--- src/rtl/bram_stream_reader.sv ---
// Read sequencer between a block RAM and a valid/ready stream: walks an address
// range on start, issues one-cycle-latency reads and buffers returns in a 4-deep FIFO.

module bram_stream_reader_chk (
    input logic i_clk,
    input logic i_rst_n,
    input logic i_push,
    input logic i_full,
    input logic i_read_en,
    input logic i_write_active
);
    a_no_overflow: assert property (@(posedge i_clk) disable iff (!i_rst_n) !(i_push && i_full));
    a_no_rw_clash: assert property (@(posedge i_clk) disable iff (!i_rst_n) !(i_read_en && i_write_active));
endmodule

module bram_stream_reader #(
    parameter int WIDTH      = 8,
    parameter int DEPTH_BITS = 10
) (
    input  logic                  clk,
    input  logic                  rst_n,
    input  logic                  start,
    input  logic [DEPTH_BITS-1:0] base_addr,
    input  logic [DEPTH_BITS:0]   length,
    input  logic                  bram_write_active,
    output logic                  read_en,
    output logic [DEPTH_BITS-1:0] read_address,
    input  logic [WIDTH-1:0]      read_data_in,
    output logic [WIDTH-1:0]      m_tdata,
    output logic                  m_tvalid,
    input  logic                  m_tready,
    output logic                  m_tlast,
    output logic                  busy,
    output logic                  done
);
    typedef enum logic [1:0] {
        S_IDLE  = 2'd0,
        S_RUN   = 2'd1,
        S_DRAIN = 2'd2
    } state_t;

    state_t                r_state;
    state_t                w_state_next;
    logic                  w_done_next;
    logic [DEPTH_BITS-1:0] r_base;
    logic [DEPTH_BITS:0]   r_length;
    logic [DEPTH_BITS:0]   r_issued;
    logic [DEPTH_BITS:0]   r_sent;
    logic [DEPTH_BITS:0]   w_issued_next;
    logic [DEPTH_BITS:0]   w_sent_next;
    logic                  r_pending;
    logic                  r_done;
    logic [WIDTH-1:0]      r_fifo [4];
    logic [1:0]            r_wr_ptr;
    logic [1:0]            r_rd_ptr;
    logic [2:0]            r_count;
    logic [3:0]            w_occupancy;
    logic                  w_issue;
    logic                  w_push;
    logic                  w_pop;
    logic                  w_full;
    logic                  w_accept;

    // Reads in flight count against FIFO space so returning data always fits.
    assign w_occupancy   = {1'b0, r_count} + {3'b000, r_pending};
    assign w_issue       = (r_state == S_RUN) && (r_issued < r_length) &&
                           !bram_write_active && (w_occupancy < 4'd4);
    assign w_push        = r_pending;
    assign w_pop         = m_tvalid && m_tready;
    assign w_full        = (r_count == 3'd4);
    assign w_issued_next = r_issued + {{DEPTH_BITS{1'b0}}, w_issue};
    assign w_sent_next   = r_sent + {{DEPTH_BITS{1'b0}}, w_pop};
    assign w_accept      = (r_state == S_IDLE) && (w_state_next != S_IDLE);

    assign read_en       = w_issue;
    assign read_address  = r_base + r_issued[DEPTH_BITS-1:0];
    assign m_tvalid      = (r_count != 3'd0);
    assign m_tdata       = r_fifo[r_rd_ptr];
    assign m_tlast       = m_tvalid && (r_sent == (r_length - {{DEPTH_BITS{1'b0}}, 1'b1}));
    assign busy          = (r_state != S_IDLE);
    assign done          = r_done;

    // Next-state logic; done is raised on the same step that returns to IDLE.
    always_comb begin
        w_state_next = r_state;
        w_done_next  = 1'b0;
        case (r_state)
            S_IDLE: begin
                if (start && !r_done) begin
                    w_state_next = (length == '0) ? S_DRAIN : S_RUN;
                end else begin
                    w_state_next = S_IDLE;
                end
            end
            S_RUN: begin
                if (w_issued_next == r_length) begin
                    w_state_next = S_DRAIN;
                end else begin
                    w_state_next = S_RUN;
                end
            end
            S_DRAIN: begin
                if (w_sent_next == r_length) begin
                    w_state_next = S_IDLE;
                    w_done_next  = 1'b1;
                end else begin
                    w_state_next = S_DRAIN;
                end
            end
            default: begin
                w_state_next = S_IDLE;
            end
        endcase
    end

    // State register and done pulse.
    always_ff @(posedge clk or negedge rst_n) begin
        if (!rst_n) begin
            r_state <= S_IDLE;
            r_done  <= 1'b0;
        end else begin
            r_state <= w_state_next;
            r_done  <= w_done_next;
        end
    end

    // Transfer descriptor and progress counters.
    always_ff @(posedge clk or negedge rst_n) begin
        if (!rst_n) begin
            r_base    <= '0;
            r_length  <= '0;
            r_issued  <= '0;
            r_sent    <= '0;
            r_pending <= 1'b0;
        end else if (w_accept) begin
            r_base    <= base_addr;
            r_length  <= length;
            r_issued  <= '0;
            r_sent    <= '0;
            r_pending <= 1'b0;
        end else begin
            r_issued  <= w_issued_next;
            r_sent    <= w_sent_next;
            r_pending <= w_issue;
        end
    end

    // Output FIFO: BRAM data lands here one cycle after its read enable.
    always_ff @(posedge clk or negedge rst_n) begin
        if (!rst_n) begin
            for (int i = 0; i < 4; i++) begin
                r_fifo[i] <= '0;
            end
            r_wr_ptr <= 2'd0;
            r_rd_ptr <= 2'd0;
            r_count  <= 3'd0;
        end else begin
            if (w_push) begin
                r_fifo[r_wr_ptr] <= read_data_in;
                r_wr_ptr         <= r_wr_ptr + 2'd1;
            end
            if (w_pop) begin
                r_rd_ptr <= r_rd_ptr + 2'd1;
            end
            r_count <= r_count + {2'b00, w_push} - {2'b00, w_pop};
        end
    end

    bram_stream_reader_chk u_chk (
        .i_clk          (clk),
        .i_rst_n        (rst_n),
        .i_push         (w_push),
        .i_full         (w_full),
        .i_read_en      (read_en),
        .i_write_active (bram_write_active)
    );
endmodule

--- config.mk ---
export PLATFORM = sky130hd
export DESIGN_NAME = bram_stream_reader
export DESIGN_NICKNAME = d
export VERILOG_FILES = /design/src/rtl/bram_stream_reader.sv
export SDC_FILE = /design/constraint.sdc
export NUM_CORES = 1
export LEC_CHECK = 0
export CORE_MARGIN = 4
export CORE_UTILIZATION = 39
export CTS_BUF_LIST = sky130_fd_sc_hd__clkbuf_4
export CTS_CLUSTER_SIZE = 14
export DETAILED_ROUTE_END_ITERATION = 16
export GPL_TIMING_DRIVEN = 0
export SLEW_MARGIN = 0
export SYNTH_ARGS = -nofsm -noshare
export SYNTH_HDL_FRONTEND = slang
export SYNTH_SLANG_ARGS = --single-unit
--- constraint.sdc ---
create_clock -name clk -period 4.8 [get_ports clk]
set_input_delay 0.96 -clock clk [delete_from_list [all_inputs] [get_ports clk]]
set_output_delay 0.96 -clock clk [all_outputs]
set_load 0.1 [all_outputs]
==> results of run 1 <==
## cell usage after synthesis (all sizes together) (2+ instances only)
| master | n |
|---|---|
| a2111oi | 2 |
| a211oi | 3 |
| a21o | 5 |
| a21oi | 7 |
| a221oi | 2 |
| a31o | 2 |
| a31oi | 4 |
| and2 | 3 |
| and3 | 6 |
| and4 | 5 |
| buf | 7 |
| clkbuf | 15 |
| dfrtp | 86 |
| fa | 2 |
| ha | 31 |
| inv | 25 |
| mux2 | 41 |
| mux2i | 3 |
| mux4 | 8 |
| nand2 | 40 |
| nand2b | 3 |
| nand3 | 10 |
| nand4 | 7 |
| nor2 | 38 |
| nor2b | 6 |
| nor3 | 10 |
| nor4 | 4 |
| o211ai | 4 |
| o21a | 2 |
| o21ai | 19 |
| o311ai | 5 |
| or2 | 2 |
| or3 | 3 |
| or4 | 3 |
| xnor2 | 36 |
| xor2 | 23 |
## placed cells by master, fill, tap and decap left out, drive strengths merged, types with 19 or more instances in the layout
cell type      Yosys  routed
ha                31      31
clkbuf            15      27
mux2              41      41
nor2              38      38
o21ai             19      19
dfrtp             86      86
clkdlybuf4s50      0      50
xnor2             36      36
xor2              23      23
inv               25      26
nand2             40      40
## state kept, by name, indices dropped and copies added (netlist names)
name,flops
r_rd_ptr,2
done,1
r_pending,1
r_wr_ptr,2
r_state,2
r_fifo,32
r_issued,11
r_sent,11
r_length,11
r_count,3
r_base,10
## worst reg2reg max path: stages, from the launching register on
cell and delay, ns:
dfrtp_1 0.36, clkbuf_1 0.37, inv_1 0.13, ha_1 0.32
a21oi_1 0.07, o221ai_1 0.36, nor3_1 0.08, o21ai_1 0.13
o311ai_2 0.19, ha_1 0.26, ha_1 0.22, xnor2_1 0.24
xnor2_1 0.09, nor3_1 0.25, nand4_1 0.13, nor4_1 0.37
a221oi_1 0.18, a211oi_1 0.24
## worst paths after layout
path	from	endpoint	slack (ns)	depth (start not counted)
worst max-delay path	r_issued[1]$_DFF_PN0_	read_address[7]	0.24	8
worst min-delay path	rst_n	r_base[0]$_DFFE_PN0P_	0.35	1
worst max register to register	r_length[9]$_DFFE_PN0P_	r_state[1]$_DFF_PN0_	0.73	17
worst min register to register	r_state[0]$_DFF_PN0_	done$_DFF_PN0_	0.51	1
max in group asynchronous	rst_n	r_sent[10]$_DFF_PN0_	3.81	2
min in group clk	r_state[0]$_DFF_PN0_	done$_DFF_PN0_	0.51	1
## metrics by stage
step                      setup slack, ns  setup TNS, ns  hold slack (ns)  utilization [%]  std cells
final                               0.241              0            0.353             47.3        724
after floorplan                     0.112              0            0.453                -        479
after global placement             -0.428         -36.20            0.482             46.2        707
after detailed placement            0.349              0            0.491             46.4        708
after CTS                          0.0701              0            0.316             47.3        724
after global routing               0.0536              0            0.326             47.3        724
## per-layer routing
layer  track usage [%]  part of all wire [%]  vias to the layer above
met5                 0                     0                        -
met1              22.3                    45                     1818
li1                  -                     -                     1815
met2              28.2                    48                       84
met3              4.24                   4.9                       16
met4              5.60                   1.7                        0
## final cells by class
class / instances / area [µm²] / area share (%)
Clock inverter: 6 / 46.3 / 0.769
Sequential cell: 86 / 2150 / 35.8
Multi-Input combinational cell: 346 / 2760 / 45.8
Inverter: 25 / 93.8 / 1.56
Clock buffer: 10 / 75.1 / 1.25
Timing Repair Buffer: 57 / 579 / 9.63
Buffer: 22 / 97.6 / 1.62
Tap cell: 172 / 215 / 3.58
## kinds of logic after synthesis
| logic type | after synthesis |
|---|---|
| compound gates | 61 |
| xor+xnor | 59 |
| fa+ha+maj | 33 |
| buf+inv | 47 |
| flops | 86 |
| mux | 52 |
| simple gates | 141 |
## what timing repair did
| item | CTS | global route |
|---|---|---|
| pin swaps | 0 | 0 |
| gates resized for setup | 3 | 7 |
| setup buffers | 0 | 0 |
| setup endpoints to repair | 3 | 4 |
==> out/qor.txt, run 1 <==
Warnings from Yosys: 0
DP Area: 5900 µm²
Num ports: 57
Register bit total from synthesis: 86
Post-Synth XOR/XNOR Area: 10.2%
Post-synth cell types: 55
Later-pin clock latency in the skew report: 0.46 ns
Period utilization: 95.0%
CP Class: flop to primary output
Rows: 41
Fin crit period: 4.56 ns
FILL cells: 1250
Max cap viols: 0
Detail Placement HPWL: 8.77 mm
GRT Total Usage: 17.2%
Core Box Area: 12700 µm²
Slowest CP cell: dlygate4sd2_1
CTS Hold Buffers Added: 0
Seq/Total Area, Yosys: 42.3%
Via count: 3733
Mean Syn Cell Area: 10.6 µm²
Post-route cell area: 6020 µm²
Top post-synthesis cells by area: dfrtp_1 (42%), mux2_2 (9.1%), ha_1 (7.6%)
Vias per inst: 5.16
# setup viols final: 0
Routed WL: 11.7 mm
CTS Buf Count: 9
Slew margin rel.: 33.9%
Worst Skew: 0.0202 ns
Worst EP arrival: 3.60 ns
Fmax: 219 MHz
HP Class: input pin to asynchronous set/reset pin
Synth top area share: 42.3%
Worst-path fanout max: 5
Worst Setup Start Kind: flop
DR iter-0 viols: 223
Synth Area in Simple Gates: 14.0%
Post-Syn Instances: 479
Largest net degree at the start of global routing: 71
Synth area leader: dfrtp_1
Largest family of logic cells by synthesized area: simple AND/OR/NAND/NOR gates
FFs w/ async S/R, synth: 100%
Vias in the first global route: 3986
Die W: 122 µm
I/O Buffers: 56
Final Hold Fails: 0
Post-synth net total: 546
Post-DRT Antenna Nets: 0
Root Buffer: clkbuf_4
Routed WL per cell: 16.1 µm
Worst slew pin tran: 0.989 ns
Remaining DRCs: 0
Complex-gate fraction of the synthesized area: 8.21%
Grt ovf: 0
Initial core utilization: 40.0%
Worst stage delay on the critical path: 0.87 ns
Critical path buffers and inverters: 1
Critical-path cell list: ha_1 -> a21o_1 -> a21oi_1 -> nor2b_1 -> o21a_1 -> o41ai_1 -> xnor2_1 -> dlygate4sd2_1
Clk sinks: 86
Mux share of post-synthesis cell area: 13.2%
Setup crit end kind: primary output
Max Slew Vio Count: 0
Die ar.: 14900 µm²
Clock Tree Buf Depth: 2
Gpl congestion: 0.875
CTS tree: yes
First-pass GRT wire length: 20.1 mm
Gate family responsible for the most delay along the worst path: compound AO/OA/AOI/OAI gates
Area of the mapped netlist: 5090 µm²
Area grow syn2layout: 18.2%
Initial antenna violation count: 0
Drt first pass iters: 4
CTS clk-pin slew, worst paths: 0.14 ns
Adder-Cell Fraction of Synth Area: 8.41%
# diodes: 0
Ys flop type: dfrtp_1
H-Tree Depth: 3
Worst Path Required: 3.84 ns
EDFF count, synth: 0
Chip height: 122 µm
Fraction of layout cells with a size suffix above 1: 16.5%
RSZ-0062 raised after global routing: no
Final #Nets: 614
Run status: finished clean
Power of run 1 is left out: the tool's default activity adds up to more than one toggle a clock period on the data nets, which glitch-free logic cannot reach.
==> run 2, diff against run 1 <==
--- a/config.mk
+++ b/config.mk
@@ -11,6 +11,7 @@
 export CTS_CLUSTER_SIZE = 14
 export DETAILED_ROUTE_END_ITERATION = 16
 export GPL_TIMING_DRIVEN = 0
+export SKIP_LAST_GASP = 1
 export SLEW_MARGIN = 0
 export SYNTH_ARGS = -nofsm -noshare
 export SYNTH_HDL_FRONTEND = slang
==> constraint.sdc (replaced) <==
create_clock -name clk -period 3.9 [get_ports clk]
set_input_delay 0.585 -clock clk [delete_from_list [all_inputs] [get_ports clk]]
set_output_delay 0.585 -clock clk [all_outputs]
set_load 0.1 [all_outputs]
==> out/qor.txt, run 2 (synthesized netlist as in run 1, its figures left out) <==
CTS tree: yes
Worst slew pin tran: 0.975 ns
Vias in the first global route: 3979
Die ar.: 14900 µm²
Max cap viols: 0
H-Tree Depth: 3
Die W: 122 µm
Critical-path cell list: clkbuf_1 -> inv_1 -> ha_1 -> nand4_2 -> or3_4 -> or4_4 -> a2111oi_4 -> clkbuf_4
CTS clk-pin slew, worst paths: 0.14 ns
Run status: finished clean
Clock Tree Buf Depth: 2
RSZ-0062 raised after global routing: yes
Most frequent cells in the layout: dfrtp_1 (85), clkdlybuf4s50_1 (48), mux2_2 (41)
Clk sinks: 86
CP Class: flop to primary output
# setup viols final: 0
Final #Nets: 618
Initial antenna violation count: 0
Largest net degree at the start of global routing: 60
Grt ovf: 0
Multi-input gate area: 2890 µm²
Slowest CP cell: or4_4
Worst Skew: 0.0125 ns
CTS Buf Count: 9
Core Box Area: 12700 µm²
Period utilization: 95.3%
Slew margin rel.: 34.8%
Worst Path Required: 3.31 ns
Routed WL: 11.5 mm
Root Buffer: clkbuf_4
Fin crit period: 3.72 ns
Routed WL per cell: 15.7 µm
Detail Placement HPWL: 8.58 mm
First-pass GRT wire length: 19.5 mm
Fmax: 269 MHz
Area grow syn2layout: 22.2%
Rows: 41
FILL cells: 1208
I/O Buffers: 56
DR iter-0 viols: 136
Worst Setup Start Kind: flop
Worst EP arrival: 3.13 ns
Via count: 3744
Max Slew Vio Count: 0
Setup ws final: 0.184 ns
Vias per inst: 5.14
Remaining DRCs: 0
Largest reg by FF count: r_fifo
GRT Total Usage: 16.7%
R2r setup slk: 0.21 ns
Final Hold Fails: 0
Later-pin clock latency in the skew report: 0.45 ns
CTS Hold Buffers Added: 0
# diodes: 0
Num ports: 57
Initial core utilization: 40.0%
Most common cell after layout, fill and taps aside: dfrtp_1
Post-DRT Antenna Nets: 0
Gpl congestion: 0.909
HP Class: input pin to asynchronous set/reset pin
Area taken by flip-flops and latches: 2150 µm²
Number of flip-flops under the largest register name: 32
Setup crit end kind: primary output
Drt first pass iters: 4
Worst stage delay on the critical path: 0.51 ns
Chip height: 122 µm
Fraction of layout cells with a size suffix above 1: 20.5%
Worst-path fanout max: 6
DP Worst Slack: -0.216 ns
[run 2: cell count changes in the layout (fill, tap and decap cells not counted), sizes merged]
cell / change
clkinv: +1
clkdlybuf4s50: -2
clkdlybuf4s15: +3
bufinv: +2
clkinvlp: -2
buf: +4
inv: -1
clkbuf: +1
dlymetal6s2s: -2
[run 2: worst paths after layout]
| kind | depth (start not counted) | from | end |
|---|---|---|---|
| worst max register to register | 17 | r_length[1]$_DFFE_PN0P_ | r_state[1]$_DFF_PN0_ |
| worst min register to register | 1 | r_fifo[1]$_DFFE_PN0P_ | r_fifo[1]$_DFFE_PN0P_ |
| worst max-delay path | 8 | r_length[0]$_DFFE_PN0P_ | m_tlast |
| min in group clk | 1 | r_fifo[1]$_DFFE_PN0P_ | r_fifo[1]$_DFFE_PN0P_ |
| max in group asynchronous | 2 | rst_n | r_length[3]$_DFFE_PN0P_ |
| worst min-delay path | 1 | rst_n | r_issued[3]$_DFF_PN0_ |
[run 2: through the flow]
stage | hold WS, ns | area, µm² | instances | TNS, ns | util, %
2_1_floorplan | 0.289 | 5160 | 479 | -0.0754 | -
3_3_place_gp | 0.482 | 5940 | 707 | -79.81 | 46.7
3_5_place_dp | 0.490 | 5960 | 708 | -0.441 | 46.9
4_1_cts | 0.0193 | 6130 | 724 | 0 | 48.2
5_1_grt | 0.0232 | 6220 | 728 | -0.0601 | 48.9
6_report | 0.0462 | 6220 | 728 | 0 | 48.9
[run 2: metal layers]
layer  up-vias  GRT usage (%)  routed length, µm
met5         -              0                  0
met4         0           6.37                161
met3        14           4.70                609
met2        94           27.4               5630
met1      1804           21.1               5060
li1       1832              -                  -
[run 2: area by class of cell]
| class | count | area share (%) |
|---|---|---|
| Buffer | 22 | 1.59 |
| Clock buffer | 10 | 1.21 |
| Clock inverter | 6 | 1.39 |
| Inverter | 25 | 1.51 |
| Multi-Input combinational cell | 346 | 46.4 |
| Sequential cell | 86 | 34.6 |
| Tap cell | 172 | 3.46 |
| Timing Repair Buffer | 61 | 9.78 |
[run 2: what timing repair did]
item	in CTS	in global routing
gates resized for setup	20	16
pin swaps	0	2
endpoints found under the setup margin	7	5
setup buffers	0	4
[run 2: worst max-delay path: cells and delay by family (launching register included)]
kind / cells / cell delay (ns)
AND/OR/NAND/NOR: 3 / 1.03
buffers and inverters: 3 / 0.69
flip-flops: 1 / 0.38
AO/OA/AOI/OAI: 1 / 0.35
adder cells (fa/ha/maj): 1 / 0.22
Power of run 2 is left out for the same reason.
==> run 3, diff against run 2 <==
--- a/config.mk
+++ b/config.mk
@@ -6,11 +6,12 @@
 export NUM_CORES = 1
 export LEC_CHECK = 0
 export CORE_MARGIN = 4
-export CORE_UTILIZATION = 39
+export CORE_UTILIZATION = 45
 export CTS_BUF_LIST = sky130_fd_sc_hd__clkbuf_4
 export CTS_CLUSTER_SIZE = 14
 export DETAILED_ROUTE_END_ITERATION = 16
 export GPL_TIMING_DRIVEN = 0
+export PLACE_DENSITY = 0.69
 export SKIP_LAST_GASP = 1
 export SLEW_MARGIN = 0
 export SYNTH_ARGS = -nofsm -noshare
==> out/qor.txt, run 3 (synthesized netlist as in run 1, its figures left out) <==
Slew margin rel.: 34.7%
Most frequent CP cell: inv_1
Worst-path fanout max: 3
Most frequent cells in the layout: dfrtp_1 (85), clkdlybuf4s50_1 (48), mux2_2 (41)
Final Hold Fails: 0
Run status: finished clean
Number of flip-flops under the largest register name: 32
DP Area: 5920 µm²
Final #Nets: 618
Later-pin clock latency in the skew report: 0.45 ns
Worst slew pin tran: 0.977 ns
R2r setup slk: 0.20 ns
Detail Placement HPWL: 8.49 mm
Setup ws final: 0.202 ns
Fin crit period: 3.70 ns
Remaining DRCs: 0
Rows: 38
Die W: 114 µm
H-Tree Depth: 3
Area grow syn2layout: 21.2%
Grt ovf: 0
Die ar.: 13100 µm²
Fin util: 56.4%
RSZ-0062 raised after global routing: yes
Fraction of layout cells with a size suffix above 1: 20.1%
Largest net degree at the start of global routing: 64
Max cap viols: 0
Post-route cell area: 6170 µm²
Initial core utilization: 46.5%
Max Slew Vio Count: 0
GRT Total Usage: 18.1%
Fmax: 270 MHz
CP Class: flop to primary output
Largest reg by FF count: r_fifo
Worst stage delay on the critical path: 1.15 ns
Area taken by flip-flops and latches: 2150 µm²
DP Worst Slack: -0.181 ns
Slowest CP cell: clkdlybuf4s50_1
First-pass GRT wire length: 18.7 mm
Critical-path cell list: ha_1 -> inv_1 -> fa_1 -> inv_1 -> a21o_1 -> a21oi_1 -> xnor2_1 -> clkdlybuf4s50_1
Gpl congestion: 0.845
Root Buffer: clkbuf_4
Period utilization: 94.8%
Final Non-Filler Cells: 697
Routed WL: 11.2 mm
CTS Buf Count: 9
Clk sinks: 86
Clock Tree Buf Depth: 2
Worst Skew: 0.0177 ns
Num ports: 57
CTS clk-pin slew, worst paths: 0.15 ns
Worst Path Required: 3.31 ns
Routed WL per cell: 16.0 µm
Worst Setup Start Kind: flop
Worst EP arrival: 3.11 ns
Setup crit end kind: primary output
Chip height: 114 µm
Cell Count Post-Placement: 676
Post-DRT Antenna Nets: 0
Via count: 3732
FILL cells: 987
HP Class: flop to flop
CTS tree: yes
Multi-input gate area: 2870 µm²
Vias per inst: 5.35
DR iter-0 viols: 211
Drt first pass iters: 4
Most common cell after layout, fill and taps aside: dfrtp_1
# setup viols final: 0
Initial antenna violation count: 1
Vias in the first global route: 3886
Core Box Area: 10900 µm²
I/O Buffers: 56
-- run 3: changes by cell type in the layout (fill, tap and decap cells not counted), moves of 2 or more --
cell	delta
clkbuf_4	-3
clkinv_4	-2
nor3_2	+2
inv_6	+3
-- run 3: worst paths after layout --
| path | from | endpoint | depth (start not counted) |
|---|---|---|---|
| max in group asynchronous | rst_n | r_count[1]$_DFF_PN0_ | 3 |
| max | r_issued[0]$_DFF_PN0_ | read_address[4] | 8 |
| max reg2reg | r_count[1]$_DFF_PN0_ | r_state[1]$_DFF_PN0_ | 16 |
| min reg2reg | r_fifo[19]$_DFFE_PN0P_ | r_fifo[19]$_DFFE_PN0P_ | 1 |
| min | r_fifo[19]$_DFFE_PN0P_ | r_fifo[19]$_DFFE_PN0P_ | 1 |
| min in group asynchronous | rst_n | r_base[0]$_DFFE_PN0P_ | 2 |
-- run 3: worst max-delay path: cells and delay by family, from the launching register on --
family,cells,cell delay (ns)
buffers and inverters,3,1.27
flip-flops,1,0.44
adder cells (fa/ha/maj),2,0.41
AO/OA/AOI/OAI,2,0.39
XOR/XNOR,1,0.15
-- run 3: per-layer routing --
metal	GRT usage, %	vias to the layer above	wire [µm]
met5	0	-	0
met4	5.62	0	161
met3	3.86	13	460
met2	30.2	71	5550
met1	23.6	1825	5000
li1	-	1823	-
-- run 3: cell type report --
| class | count | share of cell area (%) |
|---|---|---|
| buffer | 22 | 1.60 |
| tap | 140 | 2.84 |
| clock inverter | 7 | 1.54 |
| inverter | 25 | 1.52 |
| multi-input combinational | 346 | 46.6 |
| sequential | 86 | 34.9 |
| antenna | 1 | 0.0406 |
| timing repair buffer | 61 | 9.86 |
| clock buffer | 9 | 1.10 |
-- run 3: metrics by stage --
| stage | setup TNS, ns | hold WS, ns |
|---|---|---|
| 6_report | 0 | 0.521 |
| 3_5_place_dp | -0.398 | 0.493 |
| 2_1_floorplan | -0.0754 | 0.289 |
| 5_1_grt | -0.0763 | 0.538 |
| 4_1_cts | 0 | 0.524 |
| 3_3_place_gp | -72.05 | 0.482 |
-- run 3: repair_timing --
action                                  CTS  global route
endpoints found under the hold margin     3             0
hold buffers                              1             0
cloned                                    0             0
endpoints found under the setup margin    8             5
resized for setup                        21            13
buffers inserted                          0             3
pin swaps                                 0             2
Power of run 3 is left out for the same reason.
